[src/rtl/ex_pkg.sv]
// Shared definitions for the EX-stage multi-cycle multiply/divide unit:
// opcode encoding and FSM state type.
package ex_pkg;

    localparam logic [1:0] OP_UMUL = 2'b00;
    localparam logic [1:0] OP_SMUL = 2'b01;
    localparam logic [1:0] OP_UDIV = 2'b10;
    localparam logic [1:0] OP_SDIV = 2'b11;

    typedef enum logic [1:0] {
        ST_IDLE = 2'd0,
        ST_RUN  = 2'd1,
        ST_FIN  = 2'd2
    } state_t;

endpackage

[src/rtl/ex_muldiv_core.sv]
// Radix-2 iterative datapath on unsigned magnitudes: shift-add multiply and
// restoring divide sharing one {hi, lo} accumulator.
module ex_muldiv_core
    import ex_pkg::*;
#(
    parameter int WIDTH = 32
) (
    input  logic             clk,
    input  logic             R,
    input  logic             load,
    input  logic             step,
    input  logic             is_div,
    input  logic [WIDTH-1:0] a,
    input  logic [WIDTH-1:0] b,
    input  logic [WIDTH-1:0] hi,
    output logic [WIDTH-1:0] nxt_hi,
    output logic [WIDTH-1:0] nxt_lo
);

    logic [WIDTH-1:0] hi_q, lo_q, b_q;
    logic             div_q;

    logic [WIDTH:0]   sum;
    logic [WIDTH:0]   rem_ext;
    logic [WIDTH-1:0] diff;
    logic             ge;

    always_comb begin
        sum     = {1'b0, hi_q} + (lo_q[0] ? {1'b0, b_q} : '0);
        rem_ext = {hi_q, lo_q[WIDTH-1]};
        ge      = (rem_ext >= {1'b0, b_q});
        // When ge holds the true remainder is below b_q, so the low bits suffice.
        diff    = rem_ext[WIDTH-1:0] - b_q;
        if (div_q) begin
            nxt_hi = ge ? diff : rem_ext[WIDTH-1:0];
            nxt_lo = {lo_q[WIDTH-2:0], ge};
        end else begin
            nxt_hi = sum[WIDTH:1];
            nxt_lo = {sum[0], lo_q[WIDTH-1:1]};
        end
    end

    always_ff @(posedge clk or posedge R) begin
        if (R) begin
            hi_q  <= '0;
            lo_q  <= '0;
            b_q   <= '0;
            div_q <= 1'b0;
        end else if (load) begin
            hi_q  <= is_div ? hi : '0;
            lo_q  <= a;
            b_q   <= b;
            div_q <= is_div;
        end else if (step) begin
            hi_q  <= nxt_hi;
            lo_q  <= nxt_lo;
        end
    end

endmodule

[src/rtl/ex_muldiv_unit.sv]
// Multi-cycle UMUL/SMUL/UDIV/SDIV unit: FSM, sign handling, divide overflow
// saturation and condition-code generation around ex_muldiv_core.
module ex_muldiv_unit
    import ex_pkg::*;
#(
    parameter int WIDTH = 32,
    parameter int CNT_W = $clog2(WIDTH) + 1
) (
    input  logic             clk,
    input  logic             R,
    input  logic             start,
    input  logic [1:0]       op,
    input  logic             cc,
    input  logic             flush,
    input  logic [WIDTH-1:0] A,
    input  logic [WIDTH-1:0] B,
    input  logic [WIDTH-1:0] Y_in,
    output logic             busy,
    output logic             stall_ex,
    output logic             done,
    output logic [WIDTH-1:0] result,
    output logic [WIDTH-1:0] Y_out,
    output logic             we_y,
    output logic             we_psr,
    output logic             Z,
    output logic             N,
    output logic             V,
    output logic             C,
    output logic             dz
);

    localparam logic [WIDTH-1:0] SMAX = {1'b0, {(WIDTH-1){1'b1}}};
    localparam logic [WIDTH-1:0] SMIN = {1'b1, {(WIDTH-1){1'b0}}};

    state_t           state_q, state_d;
    logic [CNT_W-1:0] cnt_q, cnt_d;
    logic [1:0]       op_q;
    logic             cc_q, neg_q, ovf_q;

    logic               in_div, in_sgn, a_neg, b_neg, d_neg, b_zero, in_neg, in_ovf;
    logic [WIDTH-1:0]   a_mag, b_mag, core_a;
    logic [2*WIDTH-1:0] dvd, dvd_mag;

    always_comb begin
        in_div  = (op == OP_UDIV) || (op == OP_SDIV);
        in_sgn  = (op == OP_SMUL) || (op == OP_SDIV);
        a_neg   = in_sgn & A[WIDTH-1];
        b_neg   = in_sgn & B[WIDTH-1];
        dvd     = {Y_in, A};
        d_neg   = in_sgn & Y_in[WIDTH-1];
        a_mag   = a_neg ? -A : A;
        b_mag   = b_neg ? -B : B;
        dvd_mag = d_neg ? -dvd : dvd;
        b_zero  = (B == '0);
        in_neg  = in_div ? (d_neg ^ b_neg) : (a_neg ^ b_neg);
        // A high word not below the divisor means the quotient cannot fit.
        in_ovf  = in_div & (dvd_mag[2*WIDTH-1:WIDTH] >= b_mag);
        core_a  = in_div ? dvd_mag[WIDTH-1:0] : a_mag;
    end

    logic accept, core_load, core_step, fin_run, fin_dz;

    always_comb begin
        state_d   = state_q;
        cnt_d     = cnt_q;
        accept    = 1'b0;
        core_load = 1'b0;
        core_step = 1'b0;
        fin_run   = 1'b0;
        fin_dz    = 1'b0;
        case (state_q)
            ST_IDLE, ST_FIN: begin
                state_d = ST_IDLE;
                if (!flush && start) begin
                    accept    = 1'b1;
                    core_load = 1'b1;
                    if (in_div && b_zero) begin
                        state_d = ST_FIN;
                        fin_dz  = 1'b1;
                    end else begin
                        state_d = ST_RUN;
                        cnt_d   = CNT_W'(WIDTH - 1);
                    end
                end
            end
            ST_RUN: begin
                if (flush) begin
                    state_d = ST_IDLE;
                end else begin
                    core_step = 1'b1;
                    if (cnt_q == '0) begin
                        state_d = ST_FIN;
                        fin_run = 1'b1;
                    end else begin
                        cnt_d = cnt_q - CNT_W'(1);
                    end
                end
            end
            default: state_d = ST_IDLE;
        endcase
    end

    logic [WIDTH-1:0] nxt_hi, nxt_lo;

    ex_muldiv_core #(
        .WIDTH (WIDTH)
    ) u_core (
        .clk    (clk),
        .R      (R),
        .load   (core_load),
        .step   (core_step),
        .is_div (in_div),
        .a      (core_a),
        .b      (b_mag),
        .hi     (dvd_mag[2*WIDTH-1:WIDTH]),
        .nxt_hi (nxt_hi),
        .nxt_lo (nxt_lo)
    );

    logic [2*WIDTH-1:0] prod, prod_s;
    logic [WIDTH-1:0]   quo_s, fin_result, fin_y;
    logic               div_ovf, fin_v, fin_dzf;

    always_comb begin
        prod    = {nxt_hi, nxt_lo};
        prod_s  = neg_q ? -prod : prod;
        quo_s   = neg_q ? -nxt_lo : nxt_lo;
        // Signed range: magnitude up to 2^(W-1) when negative, below it when positive.
        div_ovf = ovf_q | ((op_q == OP_SDIV) & (neg_q ? (nxt_lo > SMIN) : (nxt_lo >= SMIN)));
        fin_result = '1;
        fin_y      = '0;
        fin_v      = 1'b0;
        fin_dzf    = 1'b0;
        if (fin_dz) begin
            fin_dzf = 1'b1;
        end else if (op_q == OP_UDIV || op_q == OP_SDIV) begin
            fin_v = div_ovf;
            if (!div_ovf) begin
                fin_result = quo_s;
            end else if (op_q == OP_SDIV) begin
                fin_result = neg_q ? SMIN : SMAX;
            end
        end else begin
            fin_result = prod_s[WIDTH-1:0];
            fin_y      = prod_s[2*WIDTH-1:WIDTH];
        end
    end

    always_ff @(posedge clk or posedge R) begin
        if (R) begin
            state_q <= ST_IDLE;
            cnt_q   <= '0;
            op_q    <= OP_UMUL;
            cc_q    <= 1'b0;
            neg_q   <= 1'b0;
            ovf_q   <= 1'b0;
        end else begin
            state_q <= state_d;
            cnt_q   <= cnt_d;
            if (accept) begin
                op_q  <= op;
                cc_q  <= cc;
                neg_q <= in_neg;
                ovf_q <= in_ovf;
            end
        end
    end

    logic [WIDTH-1:0] result_q, y_q;
    logic             z_q, n_q, v_q, dz_q;

    always_ff @(posedge clk or posedge R) begin
        if (R) begin
            result_q <= '0;
            y_q      <= '0;
            z_q      <= 1'b0;
            n_q      <= 1'b0;
            v_q      <= 1'b0;
            dz_q     <= 1'b0;
        end else if (fin_run || fin_dz) begin
            result_q <= fin_result;
            y_q      <= fin_y;
            z_q      <= (fin_result == '0);
            n_q      <= fin_result[WIDTH-1];
            v_q      <= fin_v;
            dz_q     <= fin_dzf;
        end
    end

    always_comb begin
        busy     = (state_q == ST_RUN);
        stall_ex = busy;
        // A flush arriving in the result cycle cancels the pulse.
        done     = (state_q == ST_FIN) & ~flush;
        we_y     = done & ((op_q == OP_UMUL) || (op_q == OP_SMUL));
        we_psr   = done & cc_q;
        result   = result_q;
        Y_out    = y_q;
        Z        = z_q;
        N        = n_q;
        V        = v_q;
        C        = 1'b0;
        dz       = dz_q;
    end

endmodule

[config.mk]
export PLATFORM = sky130hd
export DESIGN_NAME = ex_muldiv_unit
export DESIGN_NICKNAME = d
export VERILOG_FILES = /design/src/rtl/ex_pkg.sv /design/src/rtl/ex_muldiv_core.sv /design/src/rtl/ex_muldiv_unit.sv
export SDC_FILE = /design/constraint.sdc
export NUM_CORES = 1
export LEC_CHECK = 0
export CAP_MARGIN = 20
export CORE_MARGIN = 1
export CORE_UTILIZATION = 55
export CTS_BUF_LIST = sky130_fd_sc_hd__clkbuf_8
export CTS_CLUSTER_SIZE = 14
export DETAILED_ROUTE_END_ITERATION = 10
export PLACE_DENSITY = 0.78
export SLEW_MARGIN = 10
export SYNTH_ARGS = -nofsm -noshare
export SYNTH_HDL_FRONTEND = slang
export SYNTH_HIERARCHICAL = 1
export SYNTH_SLANG_ARGS = --single-unit
[constraint.sdc]
create_clock -name clk -period 6.64 [get_ports clk]
set_input_delay 1.328 -clock clk [delete_from_list [all_inputs] [get_ports clk]]
set_output_delay 1.328 -clock clk [all_outputs]
set_load 0.02 [all_outputs]
==> results_dict.tcl, run 1 <==
set metrics [dict create \
    synth_xor_area_share_pct 11.1 \
    final_layout_size_suffix_gt1_share_pct 6.81 \
    synth_top_family_by_area "compound AO/OA/AOI/OAI gates" \
    drtIter0Drc 1600 \
    fp-row-count 63 \
    placedInstanceArea_um2 18700 \
    routed_wl_mm 57.8 \
    synthMuxAreaShare_pct 5.43 \
    arrival_ns 6.50 \
    synthSimpleGateAreaFrac_pct 19.9 \
    r2r-end "Y_out[24]" \
    grt_antenna_before_repair 2 \
    gp_congestion 1.02 \
    startpoint_type "register" \
    post_cts_resized 0 \
    leakage_nw 8.20 \
    rsz0062_at_grt "no" \
    fin_tns_setup_ns 0 \
    ys_async_sr_fraction_pct 100 \
    cts_buffers 17 \
    gr-total-overflow 0 \
    ctsHoldBuffers 0 \
    ir_drop_uv 369 \
    syn_area_per_cell_um2 8.03 \
    fillers 2616 \
    design.core.area_um2 29700 \
    synth_fa_ha_area_share_pct 7.82 \
    clk_latency_ns 0.50 \
    critPathSlowestCell "nor3_1" \
    cts_sinks 177 \
    yosysUniqueCellTypes 88 \
    cap_violations 0 \
    dpl.hpwl_mm 44.9 \
    syn-cell-area_um2 16700 \
    cts_root_buffer "clkbuf_8" \
    initial_core_util_pct 56.1 \
    ant_nets 0 \
    avgViaCountPerCell 6.39 \
    fin_skew_ns 0.0199 \
    critPathMaxStageDelay_ns 0.63 \
    final.min_clock_period_ns 6.14 \
    track_usage_pct 37.3 \
    cts_buffer_depth 2 \
    cp_data_required_time_ns 7.00 \
    grt_max_degree 107 \
    finalNetCount 2396 \
    synth_compound_area_share_pct 23.9 \
    reg2reg_depth 18 \
    final_cell_mix "249 x nand2_1, 188 x o21ai_0, 175 x dfrtp_1, 175 x clkdlybuf4s50_1" \
    max_slew_margin_pct 24.6 \
    postCtsSetupRepairBufs 0 \
    die_h_um 176 \
    routedWlPerCell_um 22.3 \
    pre_cts_ws_ns 0.561 \
    crit_fanout 10 \
    fmax_ghz 0.163 \
    outcome "complete, no violations" \
    crit_chain "ha_1, a21oi_2, nand2_1, or3_1, o21a_1, a211oi_4, o21a_1, buf_4, mux2_2, a21oi_1, or4_1, or4_1, nor3_1, nand2_1, or3_1, o31ai_1, xor2_1, o21ai_0" \
    area_growth_pct 14.6 \
    post-route-util_pct 64.3 \
    finalWorstSetupSlack_ns 0.499 \
    htree_levels 4 \
    final_area_um2 19100 \
    worst_pin_slew_ns 1.13 \
    rr_startpoint "u_core/hi_q[6]" \
    startpoint "u_core/hi_q[6]" \
    path_class "reg2reg" \
    p_per_area_nw_per_um2 507 \
    io_buffers 175 \
    slew_violations 0 \
    syn_nets 2283 \
    cts_tree "done" \
    ff2ff_setup_slack_ns 0.50 \
    vias 16600 \
    hp-class "reg2reg" \
    ios 177 \
    endpoint_kind "register" \
    final_common_cell "nand2_1" \
    postSynthCellCount 2077 \
    clkSlewWorstSetupHoldPaths_ns 0.10 \
    ys_seq_area_share_pct 26.6 \
    synth_seq_cells 177 \
    final-hold-violation-count 0 \
    drc 0 \
    finalSetupViolCount 0 \
    synthFlopType "dfrtp_1" \
    die-area_um2 31000 \
    grt_pass1_wl_mm 88.6 \
    drtPass1Iterations 6 \
    period_share_pct 92.5 \
    die_w_um 176 \
    grt_pass1_vias 15700 \
    crit_end "Y_out[24]" \
    synth_warnings 6 \
    synth-edff-count 0 \
    finalPower_mw 9.69 \
]
-- routing by layer --
layer	global-route usage, %	up-vias	wire length, um
met3	5.90	133	4160
met1	50.6	7965	25200
li1	-	7694	-
met4	14.9	2	2230
met5	0	-	12
met2	59.2	788	26200
-- cell usage after synthesis, drive strengths merged, types with 28 or more instances --
library cell,number,area (um^2)
a211oi,31,245
a21o,42,315
a21oi,122,629
a31oi,31,194
and2,43,269
buf,28,159
clkbuf,86,323
dfrtp,177,4430
ha,101,1260
inv,108,405
mux2,44,495
mux2i,41,410
nand2,249,935
nand3,32,160
nor2,120,453
nor3,39,218
o21ai,192,972
o31ai,49,368
xnor2,98,858
xor2,113,990
-- cell type report --
class,count,area [um^2],share of cell area (%)
multi-input cells,1678,11400,59.5
flip-flops and latches,177,4430,23.2
repair buffers,208,2030,10.6
well taps,390,488,2.55
inverters,108,412,2.16
clock buffers,19,262,1.37
clock inverters,12,108,0.563
diodes,1,2.50,0.0131
-- worst min-delay path by stage --
stage               start   end  slack, ns  cells after the start
finish               cc_q  cc_q       0.48                      2
global route         cc_q  cc_q       0.51                      2
CTS                  cc_q  cc_q       0.49                      2
detailed placement   cc_q  cc_q       0.46                      2
global placement     cc_q  cc_q       0.45                      2
floorplan            cc_q  cc_q       0.44                      2
-- flip-flops by register name (all words and copies together), names as in the netlist, 2 cells and up --
register and count:
u_core/hi_q 32, Y_out 32, state_q 2, result 32
u_core/b_q 32, u_core/lo_q 32, cnt_q 6, op_q 2
-- power by group --
group | internal [mW] | switching [mW] | total, mW | leakage [nW]
Clock | 0.317 | 0.449 | 0.766 | 0.190
Sequential | 1.39 | 0.368 | 1.75 | 2.28
Combinational | 2.71 | 4.46 | 7.17 | 5.72
Total | 4.42 | 5.28 | 9.69 | 8.20
-- kinds of logic after synthesis --
family	after synthesis
other	1
buffers and inverters	222
adder cells (fa/ha/maj)	103
flip-flops	177
AND/OR/NAND/NOR	664
XOR/XNOR	211
AO/OA/AOI/OAI	614
multiplexers	85
-- per-stage QoR --
stage | hold slack (ns) | instances
after floorplan | 0.437 | 2077
after global placement | 0.452 | 2558
after detailed placement | 0.464 | 2558
after CTS | 0.488 | 2589
after global routing | 0.510 | 2593
final | 0.482 | 2593
-- worst max-delay path: cells and delay by family, from the launching register on --
kind	cells	cell delay, ns
XOR/XNOR	1	0.16
flip-flops	1	0.46
AO/OA/AOI/OAI	7	1.59
adder cells (fa/ha/maj)	1	0.40
multiplexers	1	0.20
AND/OR/NAND/NOR	7	2.97
buffers and inverters	1	0.23
No activity file was read; power rests on OpenSTA's default activity.
==> inputs of run 2 (changes only) <==
Settings changed: CAP_MARGIN 20 to unset.
==> run 2 against run 1 <==
Setup slack got worse by 0.048 ns. Sequential share of layout area rose by 0.064 points. Routed wire length fell by 0.26%. Maximum frequency fell by 0.78%. Core utilization fell by 0.18 points. Critical path depth did not move. Critical path type unchanged. Critical endpoint unchanged.
==> results_dict.tcl, run 2 (same netlist as run 1, synthesis figures left out) <==
set metrics [dict create \
    outcome "complete, no violations" \
    track_usage_pct 37.3 \
    htree_levels 4 \
    grt_pass1_vias 15700 \
    endpoint_kind "register" \
    worst_pin_slew_ns 1.25 \
    gr-total-overflow 0 \
    path_class "reg2reg" \
    intPower_mw 4.40 \
    drtPass1Iterations 5 \
    cts_root_buffer "clkbuf_8" \
    cts_buffers 17 \
    dp_cells 2558 \
    clkSlewWorstSetupHoldPaths_ns 0.10 \
    post_cts_resized 0 \
    cts_tree "done" \
    grt_antenna_before_repair 2 \
    grt_max_degree 107 \
    drc 0 \
    fin_skew_ns 0.0191 \
    final_common_cell "nand2_1" \
    max_slew_margin_pct 16.6 \
    fin_tns_setup_ns 0 \
    postCtsSetupRepairBufs 0 \
    design.core.area_um2 29700 \
    final_cell_count_no_fill 2590 \
    arrival_ns 6.55 \
    grt_pass1_wl_mm 88.6 \
    power_switching_share_pct 54.5 \
    die_w_um 176 \
    finalNetCount 2393 \
    ctsHoldBuffers 0 \
    finalPower_mw 9.67 \
    cts_sinks 177 \
    routed_wl_mm 57.6 \
    crit_fanout 9 \
    switchingPower_mw 5.27 \
    final.min_clock_period_ns 6.19 \
    initial_core_util_pct 56.1 \
    io_buffers 175 \
    final_layout_size_suffix_gt1_share_pct 6.68 \
    ir_drop_uv 369 \
    post-route-util_pct 64.1 \
    fmax_ghz 0.162 \
    cp_data_required_time_ns 7.00 \
    finalWorstSetupSlack_ns 0.450 \
    fp-row-count 63 \
    p_comb_share_pct 73.7 \
    finalSetupViolCount 0 \
    vias 16600 \
    startpoint_type "register" \
    drtIter0Drc 1560 \
    ant_nets 0 \
    area_growth_pct 14.3 \
    seq_power_share_pct 18.4 \
    die_h_um 176 \
    pre_cts_ws_ns 0.561 \
    ios 177 \
    routedWlPerCell_um 22.2 \
    p_per_area_nw_per_um2 508 \
    cts_buffer_depth 2 \
    clockPowerShare_pct 7.9 \
    final-hold-violation-count 0 \
    final_cell_mix "249 x nand2_1, 188 x o21ai_0, 175 x dfrtp_1, 175 x clkdlybuf4s50_1" \
    hp-class "reg2reg" \
    clk_latency_ns 0.50 \
    cap_violations 0 \
    slew_violations 0 \
    leakage_nw 8.17 \
    period_share_pct 93.2 \
    die-area_um2 31000 \
    avgViaCountPerCell 6.39 \
    gp_congestion 1.02 \
    rsz0062_at_grt "no" \
    dpl.hpwl_mm 44.9 \
]
[run 2: metal layers]
layer  part of all wire (%)  routed length [um]  vias to the layer above  track usage [%]
li1                       -                   -                     7685                -
met1                     44               25200                     7995             50.6
met2                     45               26100                      757             59.2
met3                    7.2                4120                      123             5.90
met4                    3.8                2180                        2             14.9
met5                  0.021                  12                        -                0
[run 2: per-stage QoR]
step                      hold slack [ns]  area [um^2]
after floorplan                     0.437        16700
after global placement              0.452        18700
after detailed placement            0.464        18700
after CTS                           0.488        19000
after global routing                0.510        19000
final                               0.481        19000
[run 2: critical path, stage by stage (launching register included)]
cell,delay (ns)
dfrtp_1,0.44
ha_1,0.51
a211oi_1,0.12
a211oi_1,0.33
o31a_1,0.21
o21a_1,0.22
a211oi_4,0.12
o21ai_2,0.42
mux2_2,0.38
nand2_1,0.09
nand2_1,0.12
or4_1,0.58
or4_1,0.49
nor3_1,0.69
nand2_1,0.23
or3_1,0.52
o31ai_1,0.32
xor2_1,0.16
o21ai_0,0.09
[run 2: area by class of cell]
cell class,count,area [um^2]
fill,2622,10700
tap,390,488
sequential,177,4430
timing repair buffer,205,1980
multi-input combinational,1678,11400
antenna,1,2.50
inverter,108,412
clock buffer,19,262
clock inverter,12,108
[run 2: path summary, 6_finish.rpt]
kind                                start  cells past startpoint         endpoint  slack (ns)
setup / recovery           u_core/hi_q[9]                     18        Y_out[24]        0.45
hold / removal                       cc_q                      2             cc_q        0.48
setup reg to reg           u_core/hi_q[9]                     18        Y_out[24]        0.45
hold reg to reg                      cc_q                      2             cc_q        0.48
max in group asynchronous               R                      3     u_core/div_q        4.14
min in group asynchronous               R                      2  u_core/hi_q[26]        1.35
[run 2: power groups by stage]
stage	registers (mW)	clock network, mW	logic (mW)
after floorplan	1.58	0	5.20
after global placement	1.78	0	6.86
after detailed placement	1.79	0	6.96
after CTS	1.77	0.773	7.00
after global routing	1.82	0.811	7.75
final	1.78	0.765	7.12
==> inputs of run 3 (changes only) <==
Settings changed: CORE_UTILIZATION 55 to 50, PLACE_DENSITY 0.78 to 0.8.
==> run 3 against run 2 <==
Combinational power increased by 0.8%. Final cell count increased by 2.1%. Clock skew increased by 0.0079 ns. Hold slack improved by 0.0092 ns. Sequential power decreased by 3%. Critical path type unchanged. Critical endpoint unchanged.
==> results_dict.tcl, run 3 (same netlist as run 1, synthesis figures left out) <==
set metrics [dict create \
    outcome "complete, no violations" \
    grt_pass1_wl_mm 87.7 \
    cts_buffer_depth 2 \
    vias 16700 \
    area_growth_pct 15.3 \
    crit_fanout 15 \
    critPathMaxStageDelay_ns 0.85 \
    ant_nets 0 \
    cpLargestDelayFamily "compound AO/OA/AOI/OAI gates" \
    gr-total-overflow 0 \
    dpl.hpwl_mm 43.9 \
    post-route-util_pct 58.8 \
    critPathBufInv 1 \
    finalNetCount 2396 \
    cts_buffers 17 \
    track_usage_pct 33.3 \
    post_cts_resized 0 \
    drtIter0Drc 1813 \
    fin_skew_ns 0.0271 \
    grt_max_degree 81 \
    clkSlewWorstSetupHoldPaths_ns 0.11 \
    startpoint "u_core/hi_q[1]" \
    ir_drop_uv 273 \
    cts_root_buffer "clkbuf_8" \
    finalWorstSetupSlack_ns 0.472 \
    path_class "reg2reg" \
    die_h_um 185 \
    p_per_area_nw_per_um2 509 \
    startpoint_type "register" \
    grt_pass1_vias 15900 \
    final_common_cell "nand2_1" \
    ff2ff_setup_slack_ns 0.47 \
    design.core.area_um2 32700 \
    slew_violations 0 \
    crit_chain "ha_1, nand3_1, o21bai_1, a31oi_1, o21a_1, a211oi_4, o21ai_2, mux2_2, nand2_1, nand2_1, or4_1, or4_1, nor3_1, buf_4, nand2_1, or3_1, o31ai_1, xor2_1, o21ai_0" \
    io_buffers 175 \
    antennaDiodeCount 0 \
    worst_pin_slew_ns 1.10 \
    final_area_um2 19200 \
    final_layout_size_suffix_gt1_share_pct 6.90 \
    cts_sinks 177 \
    routed_wl_mm 56.6 \
    routedWlPerCell_um 21.4 \
    die_w_um 185 \
    period_share_pct 92.9 \
    final.min_clock_period_ns 6.17 \
    worstHoldStart "Y_out[29]" \
    fin_tns_setup_ns 0 \
    rr_startpoint "u_core/hi_q[1]" \
    gp_congestion 1.10 \
    cap_violations 0 \
    clk_latency_ns 0.50 \
    pre_cts_ws_ns 0.466 \
    rsz0062_at_grt "no" \
    drtPass1Iterations 7 \
    leakage_nw 8.22 \
    finalPower_mw 9.77 \
    drc 0 \
    postCtsSetupRepairBufs 0 \
    avgViaCountPerCell 6.33 \
    grt_antenna_before_repair 0 \
    fp-row-count 66 \
    placedInstanceArea_um2 18800 \
    max_slew_margin_pct 25.4 \
    hp-class "reg2reg" \
    finalSetupViolCount 0 \
    die-area_um2 34100 \
    cp_data_required_time_ns 7.00 \
    critPathSlowestCell "o21ai_2" \
    path_common_cell "nand2_1" \
    ctsHoldBuffers 0 \
    initial_core_util_pct 51.0 \
    cts_tree "done" \
    arrival_ns 6.53 \
    final-hold-violation-count 0 \
    ios 177 \
    endpoint_kind "register" \
    fillers 2944 \
    fmax_ghz 0.162 \
    htree_levels 4 \
    final_cell_mix "249 x nand2_1, 188 x o21ai_0, 175 x dfrtp_1, 175 x clkdlybuf4s50_1" \
]
[run 3: changes by cell type in the layout (fill, tap and decap cells not counted)]
cell,before,now
inv_8,0,5
clkinv_8,0,4
buf_4,30,33
inv_12,0,3
clkbuf_8,19,17
clkinv_2,4,2
clkinvlp_4,2,0
inv_6,4,2
clkinv_4,1,0
diode_2,1,0
inv_1,104,103
inv_4,2,1
[run 3: final timing paths]
path / to / cells after the start
max: Y_out[24] / 19
min: Y_out[29] / 2
max reg2reg: Y_out[24] / 19
min reg2reg: Y_out[29] / 2
max in group asynchronous: u_core/div_q / 3
min in group asynchronous: u_core/b_q[29] / 2
[run 3: through the flow]
step	hold WS (ns)	std cells
global route	0.522	2645
floorplan	0.437	2077
finish	0.491	2645
CTS	0.495	2645
global placement	0.456	2613
detailed placement	0.470	2613
[run 3: power breakdown]
| part | switching (mW) | total, mW | internal, mW |
|---|---|---|---|
| sequential | 0.337 | 1.72 | 1.38 |
| combinational | 4.52 | 7.18 | 2.66 |
| clock | 0.530 | 0.868 | 0.339 |
| total | 5.39 | 9.77 | 4.39 |
[run 3: worst reg2reg max path: stages, from the launching register on]
cell and delay [ns]:
dfrtp_1 0.47, ha_1 0.41, nand3_1 0.13, o21bai_1 0.22
a31oi_1 0.33, o21a_1 0.27, a211oi_4 0.12, o21ai_2 0.86
mux2_2 0.42, nand2_1 0.09, nand2_1 0.10, or4_1 0.57
or4_1 0.47, nor3_1 0.24, buf_4 0.19, nand2_1 0.07
or3_1 0.47, o31ai_1 0.36, xor2_1 0.18, o21ai_0 0.09
[run 3: layer usage]
layer,up-vias,part of all wire [%],global-route usage (%)
met5,-,0,0
met4,0,5.5,16.9
met3,171,9.2,6.15
met2,929,43,51.4
met1,7941,42,44.5
li1,7693,-,-
[run 3: layout make-up]
type                       count  area (um^2)  share of cell area, %
sequential                   177         4430                   23.1
tap                          442          553                   2.88
clock buffer                  17          234                   1.22
multi-input combinational   1678        11400                   59.2
timing repair buffer         208         2000                   10.4
clock inverter                15          218                   1.13
inverter                     108          410                   2.14
